### config.mk
export PLATFORM = sky130hd
export DESIGN_NAME = route_setting_controller
export DESIGN_NICKNAME = d
export VERILOG_FILES = /design/src/rtl/route_setting_controller.sv
export SDC_FILE = /design/constraint.sdc
export NUM_CORES = 1
export LEC_CHECK = 0
export ABC_AREA = 0
export BUFFER_PORTS_ARGS = -buffer_cell sky130_fd_sc_hd__buf_2
export CAP_MARGIN = 20
export CORE_MARGIN = 2
export CORE_UTILIZATION = 45
export DETAILED_ROUTE_END_ITERATION = 7
export GPL_ROUTABILITY_DRIVEN = 0
export GPL_TIMING_DRIVEN = 1
export HOLD_SLACK_MARGIN = 0.15
export PLACE_DENSITY_LB_ADDON = 0.08
export SYNTH_ARGS = -nofsm -noshare
export SYNTH_HDL_FRONTEND = slang
export SYNTH_SLANG_ARGS = --single-unit
### constraint.sdc
create_clock -name i_clk -period 4.76 [get_ports i_clk]
set_input_delay 0.952 -clock i_clk [delete_from_list [all_inputs] [get_ports i_clk]]
set_output_delay 0.952 -clock i_clk [all_outputs]
set_load 0.005 [all_outputs]
### src/rtl/route_setting_controller.sv
// Route-setting/locking controller for the route ring: arbitrates requests, sets one route
// at a time against points detection, then carries each route through lock, occupancy and release.
module route_setting_controller #(
    parameter int                           N_ROUTES       = 8,
    parameter logic [N_ROUTES*N_ROUTES-1:0] CONFLICT_MASK  = 64'h41A0_5028_140A_0582,
    parameter logic [15:0]                  SET_TIMEOUT    = 16'd1000,
    parameter logic [15:0]                  RELEASE_CYCLES = 16'd200,
    parameter logic [15:0]                  CANCEL_CYCLES  = 16'd500
) (
    input  logic                i_clk,
    input  logic                i_rst,
    input  logic [N_ROUTES-1:0] i_req,
    input  logic [N_ROUTES-1:0] i_cancel,
    input  logic [N_ROUTES-1:0] i_occ,
    input  logic [N_ROUTES-1:0] i_pts_ok,
    output logic [N_ROUTES-1:0] o_lock,
    output logic [N_ROUTES-1:0] o_proceed,
    output logic [N_ROUTES-1:0] o_fault,
    output logic                o_busy,
    output logic                o_setter_state
);

    localparam int IDX_W  = (N_ROUTES > 1) ? $clog2(N_ROUTES) : 1;
    localparam int SCAN_W = IDX_W + 1;

    typedef enum logic {
        S_IDLE,
        S_SET
    } setter_t;

    typedef enum logic [2:0] {
        R_FREE,
        R_SETTING,
        R_LOCKED,
        R_OCCUPIED,
        R_RELEASING
    } route_t;

    function automatic logic [15:0] sat_inc(input logic [15:0] t);
        return (t == 16'hFFFF) ? t : t + 16'd1;
    endfunction

    function automatic logic [IDX_W-1:0] next_idx(input logic [IDX_W-1:0] i);
        return (i == IDX_W'(N_ROUTES - 1)) ? '0 : i + IDX_W'(1);
    endfunction

    setter_t               setter_state;
    setter_t               setter_next;
    logic [IDX_W-1:0]      cur;
    logic [IDX_W-1:0]      rr;
    logic [15:0]           set_timer;
    logic [N_ROUTES-1:0]   route_free;
    logic [N_ROUTES-1:0]   cand;
    logic                  sel_found;
    logic [IDX_W-1:0]      sel_idx;
    logic [SCAN_W-1:0]     scan_idx;
    logic                  do_select;
    logic                  set_cancel;
    logic                  set_locked;
    logic                  set_timeout;

    assign o_busy         = (setter_state != S_IDLE);
    assign o_setter_state = setter_state;

    // Requests are levels sampled at scan time; cancels are single-cycle pulses.
    // Eligibility uses registered lock/fault state, so a route freed this cycle waits one scan.
    always_comb begin
        cand = '0;
        for (int r = 0; r < N_ROUTES; r++) begin
            cand[r] = i_req[r] && route_free[r] && !o_fault[r] &&
                      ((CONFLICT_MASK[r*N_ROUTES +: N_ROUTES] & o_lock) == '0);
        end
    end

    always_comb begin
        sel_found = 1'b0;
        sel_idx   = '0;
        scan_idx  = '0;
        for (int k = 0; k < N_ROUTES; k++) begin
            scan_idx = {1'b0, rr} + SCAN_W'(k);
            if (scan_idx >= SCAN_W'(N_ROUTES)) begin
                scan_idx = scan_idx - SCAN_W'(N_ROUTES);
            end
            if (!sel_found && cand[scan_idx[IDX_W-1:0]]) begin
                sel_found = 1'b1;
                sel_idx   = scan_idx[IDX_W-1:0];
            end
        end
    end

    always_comb begin
        setter_next = setter_state;
        do_select   = 1'b0;
        set_cancel  = 1'b0;
        set_locked  = 1'b0;
        set_timeout = 1'b0;
        case (setter_state)
            S_IDLE: begin
                if (sel_found) begin
                    do_select   = 1'b1;
                    setter_next = S_SET;
                end
            end
            S_SET: begin
                if (i_cancel[cur]) begin
                    set_cancel  = 1'b1;
                    setter_next = S_IDLE;
                end else if (i_pts_ok[cur]) begin
                    set_locked  = 1'b1;
                    setter_next = S_IDLE;
                end else if (set_timer == SET_TIMEOUT - 16'd1) begin
                    set_timeout = 1'b1;
                    setter_next = S_IDLE;
                end
            end
            default: setter_next = S_IDLE;
        endcase
    end

    always_ff @(posedge i_clk) begin
        if (i_rst) begin
            setter_state <= S_IDLE;
            cur          <= '0;
            rr           <= '0;
            set_timer    <= '0;
        end else begin
            setter_state <= setter_next;
            if (do_select) begin
                cur       <= sel_idx;
                set_timer <= '0;
            end else if (setter_state == S_SET) begin
                set_timer <= sat_inc(set_timer);
            end
            if (set_locked || set_timeout) begin
                rr <= next_idx(cur);
            end
        end
    end

    for (genvar g = 0; g < N_ROUTES; g++) begin : g_route
        route_t      st;
        logic [15:0] timer;
        logic        pend;
        logic        proceed_q;
        logic        fault_q;
        logic        is_cur;

        assign is_cur        = (cur == IDX_W'(g));
        assign route_free[g] = (st == R_FREE);
        assign o_lock[g]     = (st != R_FREE);
        assign o_proceed[g]  = proceed_q;
        assign o_fault[g]    = fault_q;

        always_ff @(posedge i_clk) begin
            if (i_rst) begin
                st        <= R_FREE;
                timer     <= '0;
                pend      <= 1'b0;
                proceed_q <= 1'b0;
                fault_q   <= 1'b0;
            end else begin
                if (set_timeout && is_cur) begin
                    fault_q <= 1'b1;
                end else if (i_cancel[g]) begin
                    fault_q <= 1'b0;
                end
                proceed_q <= 1'b0;
                case (st)
                    R_FREE: begin
                        if (do_select && sel_idx == IDX_W'(g)) begin
                            st    <= R_SETTING;
                            timer <= '0;
                        end
                    end
                    R_SETTING: begin
                        if (is_cur && (set_cancel || set_timeout)) begin
                            st    <= R_FREE;
                            timer <= '0;
                        end else if (is_cur && set_locked) begin
                            st        <= R_LOCKED;
                            timer     <= '0;
                            pend      <= 1'b0;
                            proceed_q <= 1'b1;
                        end
                    end
                    R_LOCKED: begin
                        // Occupancy beats a cancel, including one already counting down.
                        if (i_occ[g]) begin
                            st    <= R_OCCUPIED;
                            timer <= '0;
                            pend  <= 1'b0;
                        end else if (pend) begin
                            if (timer == CANCEL_CYCLES - 16'd1) begin
                                st    <= R_FREE;
                                timer <= '0;
                                pend  <= 1'b0;
                            end else begin
                                timer <= sat_inc(timer);
                            end
                        end else if (i_cancel[g]) begin
                            pend  <= 1'b1;
                            timer <= '0;
                        end else begin
                            proceed_q <= i_pts_ok[g];
                        end
                    end
                    R_OCCUPIED: begin
                        if (!i_occ[g]) begin
                            st    <= R_RELEASING;
                            timer <= '0;
                        end
                    end
                    R_RELEASING: begin
                        if (i_occ[g]) begin
                            st    <= R_OCCUPIED;
                            timer <= '0;
                        end else if (timer == RELEASE_CYCLES - 16'd1) begin
                            st    <= R_FREE;
                            timer <= '0;
                        end else begin
                            timer <= sat_inc(timer);
                        end
                    end
                    default: begin
                        st    <= R_FREE;
                        timer <= '0;
                        pend  <= 1'b0;
                    end
                endcase
            end
        end
    end

endmodule

==> insert_results.sql, run 1 <==
INSERT INTO impl_metrics (metric_group, metric, value, unit) VALUES
('final_layout', 'fillerInstances', '2885', ''),
('job', 'cap_violations', '0', ''),
('sta', 'hold_viol', '0', ''),
('run_status', 'outcome', 'finished clean', ''),
('placed_design', 'port_buffers', '59', ''),
('floorplanning', 'die_width', '175', 'um'),
('grt', 'grt_max_degree', '74', ''),
('floorplanning', 'num_io_pins', '60', ''),
('logic_synthesis', 'yosys.cell_types.count', '100', ''),
('logic_synthesis', 'average_footprint_of_a_synthesized_cell', '7.69', 'um^2'),
('power', 'power.total', '7.53', 'mW'),
('power', 'power_switching', '3.56', 'mW'),
('routing', 'detail_route.drc_violations', '0', ''),
('sta', 'setup_repair_after_global_routing_missed_its_margin', 'false', ''),
('grt', 'grt.total_usage', '25.0', '%'),
('grt', 'grt_total_ovfl', '0', ''),
('setup_path', 'worst_path_dominant_cell_family', 'compound AO/OA/AOI/OAI gates', ''),
('final_layout', 'area_taken_by_multi_input_logic_gates', '0.00850', 'mm^2'),
('grt', 'grt_antenna_before_repair', '0', ''),
('power', 'ir_worst_vdd', '0.000321', 'V'),
('clock_tree', 'clk_path_buf_depth', '2', ''),
('setup_path', 'cp.depth', '12', ''),
('final_layout', 'final_net_count', '1787', ''),
('sta', 'post-route-period-util', '88.7', '%'),
('logic_synthesis', 'ys_dominant_reg_cell', 'dfxtp_1', ''),
('sta', 'setup-tns-final', '0', 'ns'),
('final_layout', 'layout-drive-gt1-share', '11.9', '%'),
('power', 'power_density_normalized_to_cell_area', '526', 'mW/mm^2'),
('setup_path', 'crit_type', 'reg -> reg', ''),
('floorplanning', 'row_count', '62', ''),
('clock_tree', 'postCtsSetupBuffers', '0', ''),
('floorplanning', 'area_of_the_die', '0.0306', 'mm^2'),
('routing', 'wirelength', '38300', 'um'),
('setup_path', 'cells_along_the_critical_path', 'nor3_4 -> inv_2 -> nor2_1 -> nand2_1 -> mux4_2 -> a21o_1 -> a211oi_2 -> o32ai_4 -> nor3_4 -> a21o_1 -> a31oi_1 -> a211oi_1', ''),
('clock_tree', 'total_cts_buffers', '17', ''),
('power', 'portion_of_total_power_attributed_to_sequential_cells', '25.4', '%'),
('setup_path', 'worst-r2r-setup-slack', '0.54', 'ns'),
('logic_synthesis', 'yosys-top-cells-area', 'dfxtp_1 (30%), a21oi_1 (6.1%), nand2_1 (5.8%)', ''),
('sta', 'max_freq', '0.237', 'GHz'),
('routing', 'detail-route-antenna-nets', '0', ''),
('hold_path', 'min-delay-path-class', 'reg -> reg', ''),
('routing', 'vias', '13300', ''),
('routing', 'first_iter_violations', '1061', ''),
('floorplanning', 'floorplan.initialDensity', '45.8', '%'),
('grt', 'vias_in_the_first_global_route', '12000', ''),
('routing', 'wl_per_cell', '18.0', 'um'),
('power', 'power.static_leakage', '4.65', 'nW'),
('clock_tree', 'number_of_buffers_inserted_by_hold_repair_at_cts', '0', ''),
('final_layout', 'final_core_utilization', '49.9', '%'),
('setup_path', 'timing.critical_path.from_type', 'register', ''),
('sta', 'finalWorstPathRequiredPeriod', '4.22', 'ns'),
('final_layout', 'layout.area.seq', '0.00398', 'mm^2'),
('setup_path', 'worst_ep_required_time', '5.13', 'ns'),
('setup_path', 'maximum_cell_stage_delay_along_the_critical_path', '0.62', 'ns'),
('routing', 'viasPerCell', '6.24', ''),
('logic_synthesis', 'post_synth_inst_count', '1710', ''),
('sta', 'setup_ws', '0.537', 'ns'),
('floorplanning', 'coreArea', '0.0287', 'mm^2'),
('setup_path', 'setup.worst_path.end_class', 'register', ''),
('power', 'clockPowerShare', '19.8', '%'),
('logic_synthesis', 'yosysTopAreaCellShare', '30.3', '%'),
('setup_path', 'critical_path.slowest_cell', 'mux4_2', ''),
('placed_design', 'hpwl', '27700', 'um'),
('logic_synthesis', 'number_of_synthesized_flops_with_an_enable_pin', '0', ''),
('logic_synthesis', 'share_of_synthesized_flip_flops_with_an_asynchronous_set_or_reset', '0', '%'),
('logic_synthesis', 'yosysSeqAreaShare', '30.3', '%'),
('final_layout', 'flow.area_growth_from_synthesis', '8.95', '%'),
('logic_synthesis', 'yosysWarningCount', '0', ''),
('setup_path', 'path_max_fanout', '15', ''),
('logic_synthesis', 'synth_top_cell_by_area', 'dfxtp_1', ''),
('clock_tree', 'clk_root_buffer_cell', 'clkbuf_16', '');
==> cells in the mapped netlist, types with 26 or more instances <==
master,count
nand2_1,203
inv_1,45
o21ai_0,83
a21oi_1,160
dfxtp_1,199
nand3_1,91
clkbuf_1,44
a211oi_1,51
a311oi_1,38
nor3_1,45
nor2b_1,32
or4_1,28
o31ai_1,34
nor2_1,151
nand4_1,26
or3_1,32
a31oi_1,46
and3_1,32
==> flip-flops by register name, indices dropped and copies added, names as in the netlist <==
signal / flops
g_route.proceed_q: 8
o_busy: 1
g_route.st: 24
g_route.fault_q: 8
rr: 3
g_route.pend: 8
set_timer: 16
g_route.timer: 128
cur: 3
==> layer usage <==
| layer | vias to the layer above | wire [um] | global-route usage (%) |
|---|---|---|---|
| li1 | 6577 | - | - |
| met1 | 6291 | 18200 | 35.3 |
| met2 | 382 | 17100 | 38.6 |
| met3 | 46 | 2290 | 5.13 |
| met4 | 0 | 612 | 6.88 |
| met5 | - | 0 | 0 |
==> cells by family (layout without fill, tap and decap cells) <==
group                    Yosys count  after routing  share of synthesized area [%]
AO/OA/AOI/OAI                    550            550                           29.0
flip-flops                       199            199                           30.3
AND/OR/NAND/NOR                  759            759                           29.9
buffers and inverters            144            181                           5.20
adder cells (fa/ha/maj)           19             19                           1.77
multiplexers                      20             20                           2.47
XOR/XNOR                          19             19                           1.32
==> final cells by class <==
class | instances | share of cell area [%]
Tap cell | 384 | 3.35
Inverter | 53 | 1.39
Sequential cell | 199 | 27.8
Timing Repair Buffer | 98 | 4.12
Clock inverter | 12 | 0.969
Clock buffer | 18 | 3.07
Multi-Input combinational cell | 1367 | 59.3
==> worst paths after layout <==
| path | end | from |
|---|---|---|
| min reg2reg | g_route[2].timer[0]$_SDFFE_PP0P_ | g_route[2].timer[0]$_SDFFE_PP0P_ |
| max | g_route[2].timer[14]$_SDFFE_PP0P_ | g_route[0].st[1]$_SDFFE_PP0P_ |
| max reg2reg | g_route[2].timer[14]$_SDFFE_PP0P_ | g_route[0].st[1]$_SDFFE_PP0P_ |
| min | g_route[2].timer[0]$_SDFFE_PP0P_ | g_route[2].timer[0]$_SDFFE_PP0P_ |
==> power by group through the flow <==
stage	logic [mW]	registers, mW	clock network (mW)
floorplan	3.02	1.86	0
global placement	4.03	1.95	0
detailed placement	4.05	1.95	0
CTS	4.07	1.91	1.52
global route	4.48	1.93	1.59
finish	4.12	1.91	1.49
==> metrics by stage <==
stage	cells	hold slack, ns	area, um^2
2_1_floorplan	1710	0.443	13200
3_3_place_gp	2101	0.473	13700
3_5_place_dp	2101	0.479	13700
4_1_cts	2131	0.496	14300
5_1_grt	2131	0.519	14300
6_report	2131	0.490	14300
==> placed cells by master (no fill, tap or decap), drive strengths merged, types with 35 or more instances in the layout <==
cell and count:
dfxtp 199, nand3 92, a311oi 38, o21ai 87, nor3 54, a211oi 52, a21oi 160, nor2 155
inv 56, a31oi 48, o31ai 35, nand2 203, buf 98
Note: power is estimated with default switching activity, not from simulation.
==> run 2, diff against run 1 <==
- PLACE_DENSITY_LB_ADDON: 0.08 -> 0.05
==> run 2 against run 1 <==
Register-to-register slack about the same. Global-route usage down 0.30 points. Critical path depth unchanged. Combinational power down 1%. Flip-flop and latch count unchanged. Design area down 0.22%. Critical endpoint is now g_route[0].timer[1]$_SDFFE_PP0P_. Largest cell class unchanged. Highest routed layer unchanged.
==> insert_results.sql, run 2 (same netlist as run 1, synthesis figures left out) <==
INSERT INTO impl_metrics (metric_group, metric, value, unit) VALUES
('routing', 'viasPerCell', '6.22', ''),
('sta', 'finalWorstPathRequiredPeriod', '4.22', 'ns'),
('routing', 'first_iter_violations', '1216', ''),
('setup_path', 'worst_ep_required_time', '5.14', 'ns'),
('grt', 'grt_antenna_before_repair', '1', ''),
('sta', 'finalMaxSlewViolations', '0', ''),
('final_layout', 'layout-drive-gt1-share', '11.7', '%'),
('final_layout', 'stdcell_area', '0.0143', 'mm^2'),
('routing', 'vias', '13300', ''),
('sta', 'hold_viol', '0', ''),
('grt', 'grt_total_ovfl', '0', ''),
('routing', 'detail_route.first_pass.iterations', '5', ''),
('routing', 'detail_route.drc_violations', '0', ''),
('grt', 'vias_in_the_first_global_route', '11800', ''),
('setup_path', 'worst_ep_arrival_time', '4.59', 'ns'),
('power', 'power_density_normalized_to_cell_area', '520', 'mW/mm^2'),
('setup_path', 'setup.worst_path.end_class', 'register', ''),
('setup_path', 'crit_type', 'reg -> reg', ''),
('routing', 'detail-route-antenna-nets', '0', ''),
('sta', 'setup-tns-final', '0', 'ns'),
('setup_path', 'timing.critical_path.from_type', 'register', ''),
('final_layout', 'largest_register_ffs', '128', ''),
('sta', 'worst_slew_margin_rel', '36.7', '%'),
('floorplanning', 'die_width', '175', 'um'),
('placed_design', 'placed_cell_area', '0.0137', 'mm^2'),
('floorplanning', 'num_io_pins', '60', ''),
('routing', 'wirelength', '38100', 'um'),
('grt', 'first_pass_grt_wire_length', '61900', 'um'),
('final_layout', 'largest_registers', 'g_route.timer (128), g_route.st (24), set_timer (16)', ''),
('clock_tree', 'total_cts_buffers', '17', ''),
('floorplanning', 'area_of_the_die', '0.0306', 'mm^2'),
('final_layout', 'flow.area_growth_from_synthesis', '8.72', '%'),
('final_layout', 'registers.top_by_ff_count', 'g_route.timer', ''),
('job', 'cap_violations', '0', ''),
('run_status', 'outcome', 'finished clean', ''),
('clock_tree', 'worst_setup_hold_path_clk_slew', '0.08', 'ns'),
('sta', 'setup_repair_after_global_routing_missed_its_margin', 'false', ''),
('clock_tree', 'number_of_buffers_inserted_by_hold_repair_at_cts', '0', ''),
('clock_tree', 'clock_latency', '0.45', 'ns'),
('sta', 'post-route-period-util', '88.6', '%'),
('clock_tree', 'clk_root_buffer_cell', 'clkbuf_16', ''),
('grt', 'grt_max_degree', '73', ''),
('sta', 'final.setup_skew', '0.0118', 'ns'),
('clock_tree', 'cts_tree', 'yes', ''),
('clock_tree', 'htreeDepth', '4', ''),
('final_layout', 'fillerInstances', '2906', ''),
('sta', 'max_freq', '0.237', 'GHz'),
('routing', 'wl_per_cell', '17.9', 'um'),
('clock_tree', 'clk_path_buf_depth', '2', ''),
('final_layout', 'mostFrequentLayoutCells', 'nand2_1 (203), dfxtp_1 (198), a21oi_1 (159)', ''),
('grt', 'grt.total_usage', '24.7', '%'),
('floorplanning', 'floorplan.initialDensity', '45.8', '%'),
('sta', 'final-setup-viol-count', '0', ''),
('power', 'power.static_leakage', '4.63', 'nW'),
('power', 'ir_worst_vdd', '0.000283', 'V'),
('clock_tree', 'tritoncts_num_sinks', '199', ''),
('hold_path', 'min-delay-path-class', 'reg -> reg', ''),
('final_layout', 'final_net_count', '1785', ''),
('floorplanning', 'coreArea', '0.0287', 'mm^2'),
('floorplanning', 'die-height', '175', 'um'),
('sta', 'max_slew.worst_pin.slew', '0.939', 'ns'),
('final_layout', 'most_common_library_cell_in_the_layout_ignoring_fill_and_taps', 'nand2_1', ''),
('clock_tree', 'postCtsSetupBuffers', '0', ''),
('final_layout', 'antennaDiodeCount', '0', ''),
('placed_design', 'port_buffers', '59', ''),
('floorplanning', 'row_count', '62', ''),
('placed_design', 'hpwl', '27700', 'um'),
('setup_path', 'path_max_fanout', '22', '');
run 2: cell types whose count changed in the layout (fill, tap and decap cells not counted), sizes merged:
cell / delta
clkinv: +1
buf: -2
bufinv: -1
clkbuf: +5
clkinvlp: -1
inv: -2
run 2: path summary, 6_finish.rpt:
kind,cells past startpoint,from,endpoint,slack [ns]
max,12,g_route[2].st[1]$_SDFFE_PP0P_,g_route[0].timer[1]$_SDFFE_PP0P_,0.54
min reg2reg,2,g_route[0].timer[6]$_SDFFE_PP0P_,g_route[0].timer[6]$_SDFFE_PP0P_,0.49
min,2,g_route[0].timer[6]$_SDFFE_PP0P_,g_route[0].timer[6]$_SDFFE_PP0P_,0.49
max reg2reg,12,g_route[2].st[1]$_SDFFE_PP0P_,g_route[0].timer[1]$_SDFFE_PP0P_,0.54
run 2: worst max-delay path: stages (launching register included):
cell and delay [ns]:
dfxtp_1 0.42, nor3_4 0.48, nand2_1 0.28, a21oi_1 0.49, a211oi_1 0.24, o21ai_0 0.19, a21oi_1 0.12, o311ai_2 0.37
o311a_1 0.48, a31oi_4 0.32, buf_4 0.26, or3b_1 0.36, a21oi_1 0.12
run 2: layer usage:
layer / part of all wire (%) / wire (um) / vias up / GRT usage, %
met5: 0 / 0 / - / 0
met4: 2.1 / 784 / 0 / 7.22
met3: 5.0 / 1920 / 50 / 4.07
met2: 44 / 16900 / 357 / 37.9
met1: 49 / 18600 / 6297 / 35.4
li1: - / - / 6551 / -
run 2: power by group:
group	leakage [nW]	internal, mW	switching [mW]
clock	0.270	0.757	0.679
combinational	2.76	1.39	2.69
sequential	1.61	1.75	0.172
total	4.63	3.90	3.54
run 2: area by class of cell:
type,instances,area (um^2),share of cell area [%]
Clock buffer,23,468,3.27
Tap cell,384,480,3.36
Multi-Input combinational cell,1367,8500,59.4
Timing Repair Buffer,96,576,4.03
Inverter,53,199,1.39
Sequential cell,199,3990,27.9
Clock inverter,9,92.6,0.648
run 2: timing repair:
action / CTS / global route
endpoints found under the setup margin: 0 / 1
resized for setup: 0 / 1
hold endpoints to repair: 0 / 0
run 2: stage by stage:
stage	setup slack [ns]	utilization, %	hold slack (ns)	power, mW	instances
3_3_place_gp	0.371	47.9	0.461	5.95	2099
5_1_grt	0.236	49.8	0.504	7.90	2131
4_1_cts	0.344	49.8	0.491	7.41	2131
6_report	0.545	49.8	0.489	7.44	2131
3_5_place_dp	0.269	47.9	0.477	5.95	2099
2_1_floorplan	0.829	-	0.443	4.88	1710
==> run 3, diff against run 2 <==
- CAP_MARGIN: 20 -> 5
- RECOVER_POWER: unset -> 50
==> run 3 against run 2 <==
The run now ends with max-capacitance violations, max-slew violations left. Register-to-register slack lost 0.12 ns. Clock-buffer cell count is the same. Critical endpoint is now g_route[7].timer[8]$_SDFFE_PP0P_. Combinational power shrank 1%. Non-clock buffer count is the same. Die area is the same.
==> insert_results.sql, run 3 (same netlist as run 1, synthesis figures left out) <==
INSERT INTO impl_metrics (metric_group, metric, value, unit) VALUES
('grt', 'grt.met1_usage', '35.4', '%'),
('placed_design', 'dp_cells', '2099', ''),
('final_layout', 'area_taken_by_multi_input_logic_gates', '0.00848', 'mm^2'),
('hold_path', 'min-delay-path-class', 'reg -> reg', ''),
('grt', 'grt_max_degree', '73', ''),
('floorplanning', 'floorplan.initialDensity', '45.8', '%'),
('routing', 'first_iter_violations', '1216', ''),
('final_layout', 'antennaDiodeCount', '0', ''),
('power', 'power.total', '7.38', 'mW'),
('setup_path', 'crit_type', 'reg -> reg', ''),
('routing', 'detail-route-antenna-nets', '0', ''),
('sta', 'finalMaxSlewViolations', '73', ''),
('clock_tree', 'clk_root_buffer_cell', 'clkbuf_16', ''),
('sta', 'setup_ws', '0.425', 'ns'),
('setup_path', 'worst_ep_required_time', '5.10', 'ns'),
('routing', 'wl_per_cell', '17.9', 'um'),
('routing', 'vias', '13300', ''),
('placed_design', 'port_buffers', '59', ''),
('run_status', 'violations_in_the_final_reports', 'max-capacitance violations, max-slew violations', ''),
('power', 'ir_worst_vdd', '0.000284', 'V'),
('grt', 'vias_in_the_first_global_route', '11800', ''),
('final_layout', 'layout.cells.non_filler', '2131', ''),
('final_layout', 'flow.area_growth_from_synthesis', '8.26', '%'),
('final_layout', 'mostFrequentLayoutCells', 'nand2_1 (203), dfxtp_1 (198), a21oi_1 (159)', ''),
('floorplanning', 'num_io_pins', '60', ''),
('final_layout', 'largest_registers', 'g_route.timer (128), g_route.st (24), set_timer (16)', ''),
('final_layout', 'registers.top_by_ff_count', 'g_route.timer', ''),
('setup_path', 'path_max_fanout', '16', ''),
('final_layout', 'layout-drive-gt1-share', '10.6', '%'),
('final_layout', 'fillerInstances', '2923', ''),
('placed_design', 'hpwl', '27700', 'um'),
('setup_path', 'critical-path-top-cell-by-count', 'a21oi_1', ''),
('final_layout', 'final_net_count', '1785', ''),
('clock_tree', 'postCtsSetupBuffers', '0', ''),
('sta', 'finalWorstPathRequiredPeriod', '4.33', 'ns'),
('placed_design', 'dp_worst_setup_slack', '0.269', 'ns'),
('grt', 'grt_antenna_before_repair', '1', ''),
('floorplanning', 'die-height', '175', 'um'),
('clock_tree', 'clk_path_buf_depth', '2', ''),
('run_status', 'outcome', 'complete, but fails checks', ''),
('sta', 'setup_repair_after_global_routing_missed_its_margin', 'false', ''),
('setup_path', 'cp_num_buf_inv', '2', ''),
('floorplanning', 'area_of_the_die', '0.0306', 'mm^2'),
('clock_tree', 'clock_latency', '0.45', 'ns'),
('grt', 'grt.total_usage', '24.7', '%'),
('clock_tree', 'tritoncts_num_sinks', '199', ''),
('setup_path', 'setup.worst_path.end_class', 'register', ''),
('floorplanning', 'row_count', '62', ''),
('sta', 'hold_viol', '0', ''),
('routing', 'viasPerCell', '6.23', ''),
('sta', 'worst_slew_margin_rel', '-10.8', '%'),
('final_layout', 'stdcell_area', '0.0142', 'mm^2'),
('grt', 'gr-max-usage-layer', 'met2', ''),
('setup_path', 'worst_ep_arrival_time', '4.67', 'ns'),
('grt', 'grt_total_ovfl', '0', ''),
('clock_tree', 'total_cts_buffers', '17', ''),
('placed_design', 'placed_cell_area', '0.0137', 'mm^2'),
('setup_path', 'maximum_cell_stage_delay_along_the_critical_path', '0.49', 'ns'),
('sta', 'final-setup-viol-count', '0', ''),
('grt', 'first_pass_grt_wire_length', '61900', 'um'),
('clock_tree', 'worst_setup_hold_path_clk_slew', '0.07', 'ns'),
('sta', 'final.setup_skew', '0.0101', 'ns'),
('power', 'power.static_leakage', '4.56', 'nW'),
('floorplanning', 'die_width', '175', 'um'),
('power', 'power_density_normalized_to_cell_area', '519', 'mW/mm^2'),
('sta', 'post-route-period-util', '91.1', '%'),
('final_layout', 'layout.area.seq', '0.00399', 'mm^2'),
('sta', 'setup-tns-final', '0', 'ns'),
('job', 'cap_violations', '1', ''),
('setup_path', 'cells_along_the_critical_path', 'nor3_4 -> nand2_1 -> a21oi_1 -> a211oi_1 -> o21ai_0 -> a21oi_1 -> o311ai_2 -> o311a_1 -> clkbuf_1 -> o21ai_2 -> and2_1 -> buf_4 -> a311oi_1', ''),
('floorplanning', 'coreArea', '0.0287', 'mm^2'),
('clock_tree', 'htreeDepth', '4', ''),
('final_layout', 'largest_register_ffs', '128', ''),
('setup_path', 'critical_path.slowest_cell', 'a21oi_1', ''),
('routing', 'detail_route.first_pass.iterations', '6', ''),
('sta', 'max_slew.worst_pin.slew', '1.66', 'ns'),
('setup_path', 'timing.critical_path.from_type', 'register', ''),
('final_layout', 'most_common_library_cell_in_the_layout_ignoring_fill_and_taps', 'nand2_1', ''),
('routing', 'wirelength', '38100', 'um'),
('grt', 'global_route.usage.met3', '4.07', '%'),
('grt', 'grt_util_met2', '37.9', '%'),
('routing', 'detail_route.drc_violations', '0', ''),
('sta', 'max_freq', '0.231', 'GHz'),
('clock_tree', 'cts_tree', 'yes', ''),
('setup_path', 'worst_path_dominant_cell_family', 'compound AO/OA/AOI/OAI gates', '');
## run 3: cell types whose count changed in the layout (fill, tap and decap cells not counted), sizes merged
cell    delta
clkbuf    +18
buf       -18
## run 3: layer usage
| metal | share of wire [%] | vias up |
|---|---|---|
| li1 | - | 6556 |
| met1 | 49 | 6316 |
| met2 | 44 | 354 |
| met3 | 5.0 | 46 |
| met4 | 2.1 | 0 |
| met5 | 0 | - |
## run 3: final timing paths
kind	slack, ns	endpoint	from	depth (start not counted)
setup / recovery	0.43	g_route[7].timer[8]$_SDFFE_PP0P_	g_route[2].st[1]$_SDFFE_PP0P_	13
hold / removal	0.49	g_route[0].timer[6]$_SDFFE_PP0P_	g_route[0].timer[6]$_SDFFE_PP0P_	2
setup reg to reg	0.43	g_route[7].timer[8]$_SDFFE_PP0P_	g_route[2].st[1]$_SDFFE_PP0P_	13
hold reg to reg	0.49	g_route[0].timer[6]$_SDFFE_PP0P_	g_route[0].timer[6]$_SDFFE_PP0P_	2
## run 3: stage by stage
stage	hold slack, ns	utilization [%]
floorplan	0.443	-
global placement	0.461	47.9
detailed placement	0.477	47.9
CTS	0.491	49.8
global route	0.504	49.6
finish	0.488	49.6
## run 3: layout make-up
class / instances / share of cell area, %
clock inverters: 9 / 0.650
clock buffers: 23 / 3.29
well taps: 384 / 3.37
flip-flops and latches: 199 / 28.0
inverters: 53 / 1.40
multi-input cells: 1367 / 59.6
repair buffers: 96 / 3.73
## run 3: worst min-delay path: stages (launching register included)
cell     delay, ns
dfxtp_1       0.33
o31ai_1       0.06
a21oi_1       0.06
## run 3: power breakdown
part           switching [mW]  internal [mW]  leakage [nW]  total (mW)
clock                   0.677          0.757         0.270        1.43
combinational            2.68           1.35          2.68        4.03
sequential              0.170           1.75          1.61        1.92
## run 3: timing repair
action	4_1_cts	5_1_grt
gates resized for setup	0	1
endpoints found under the setup margin	0	1
hold buffers	0	0
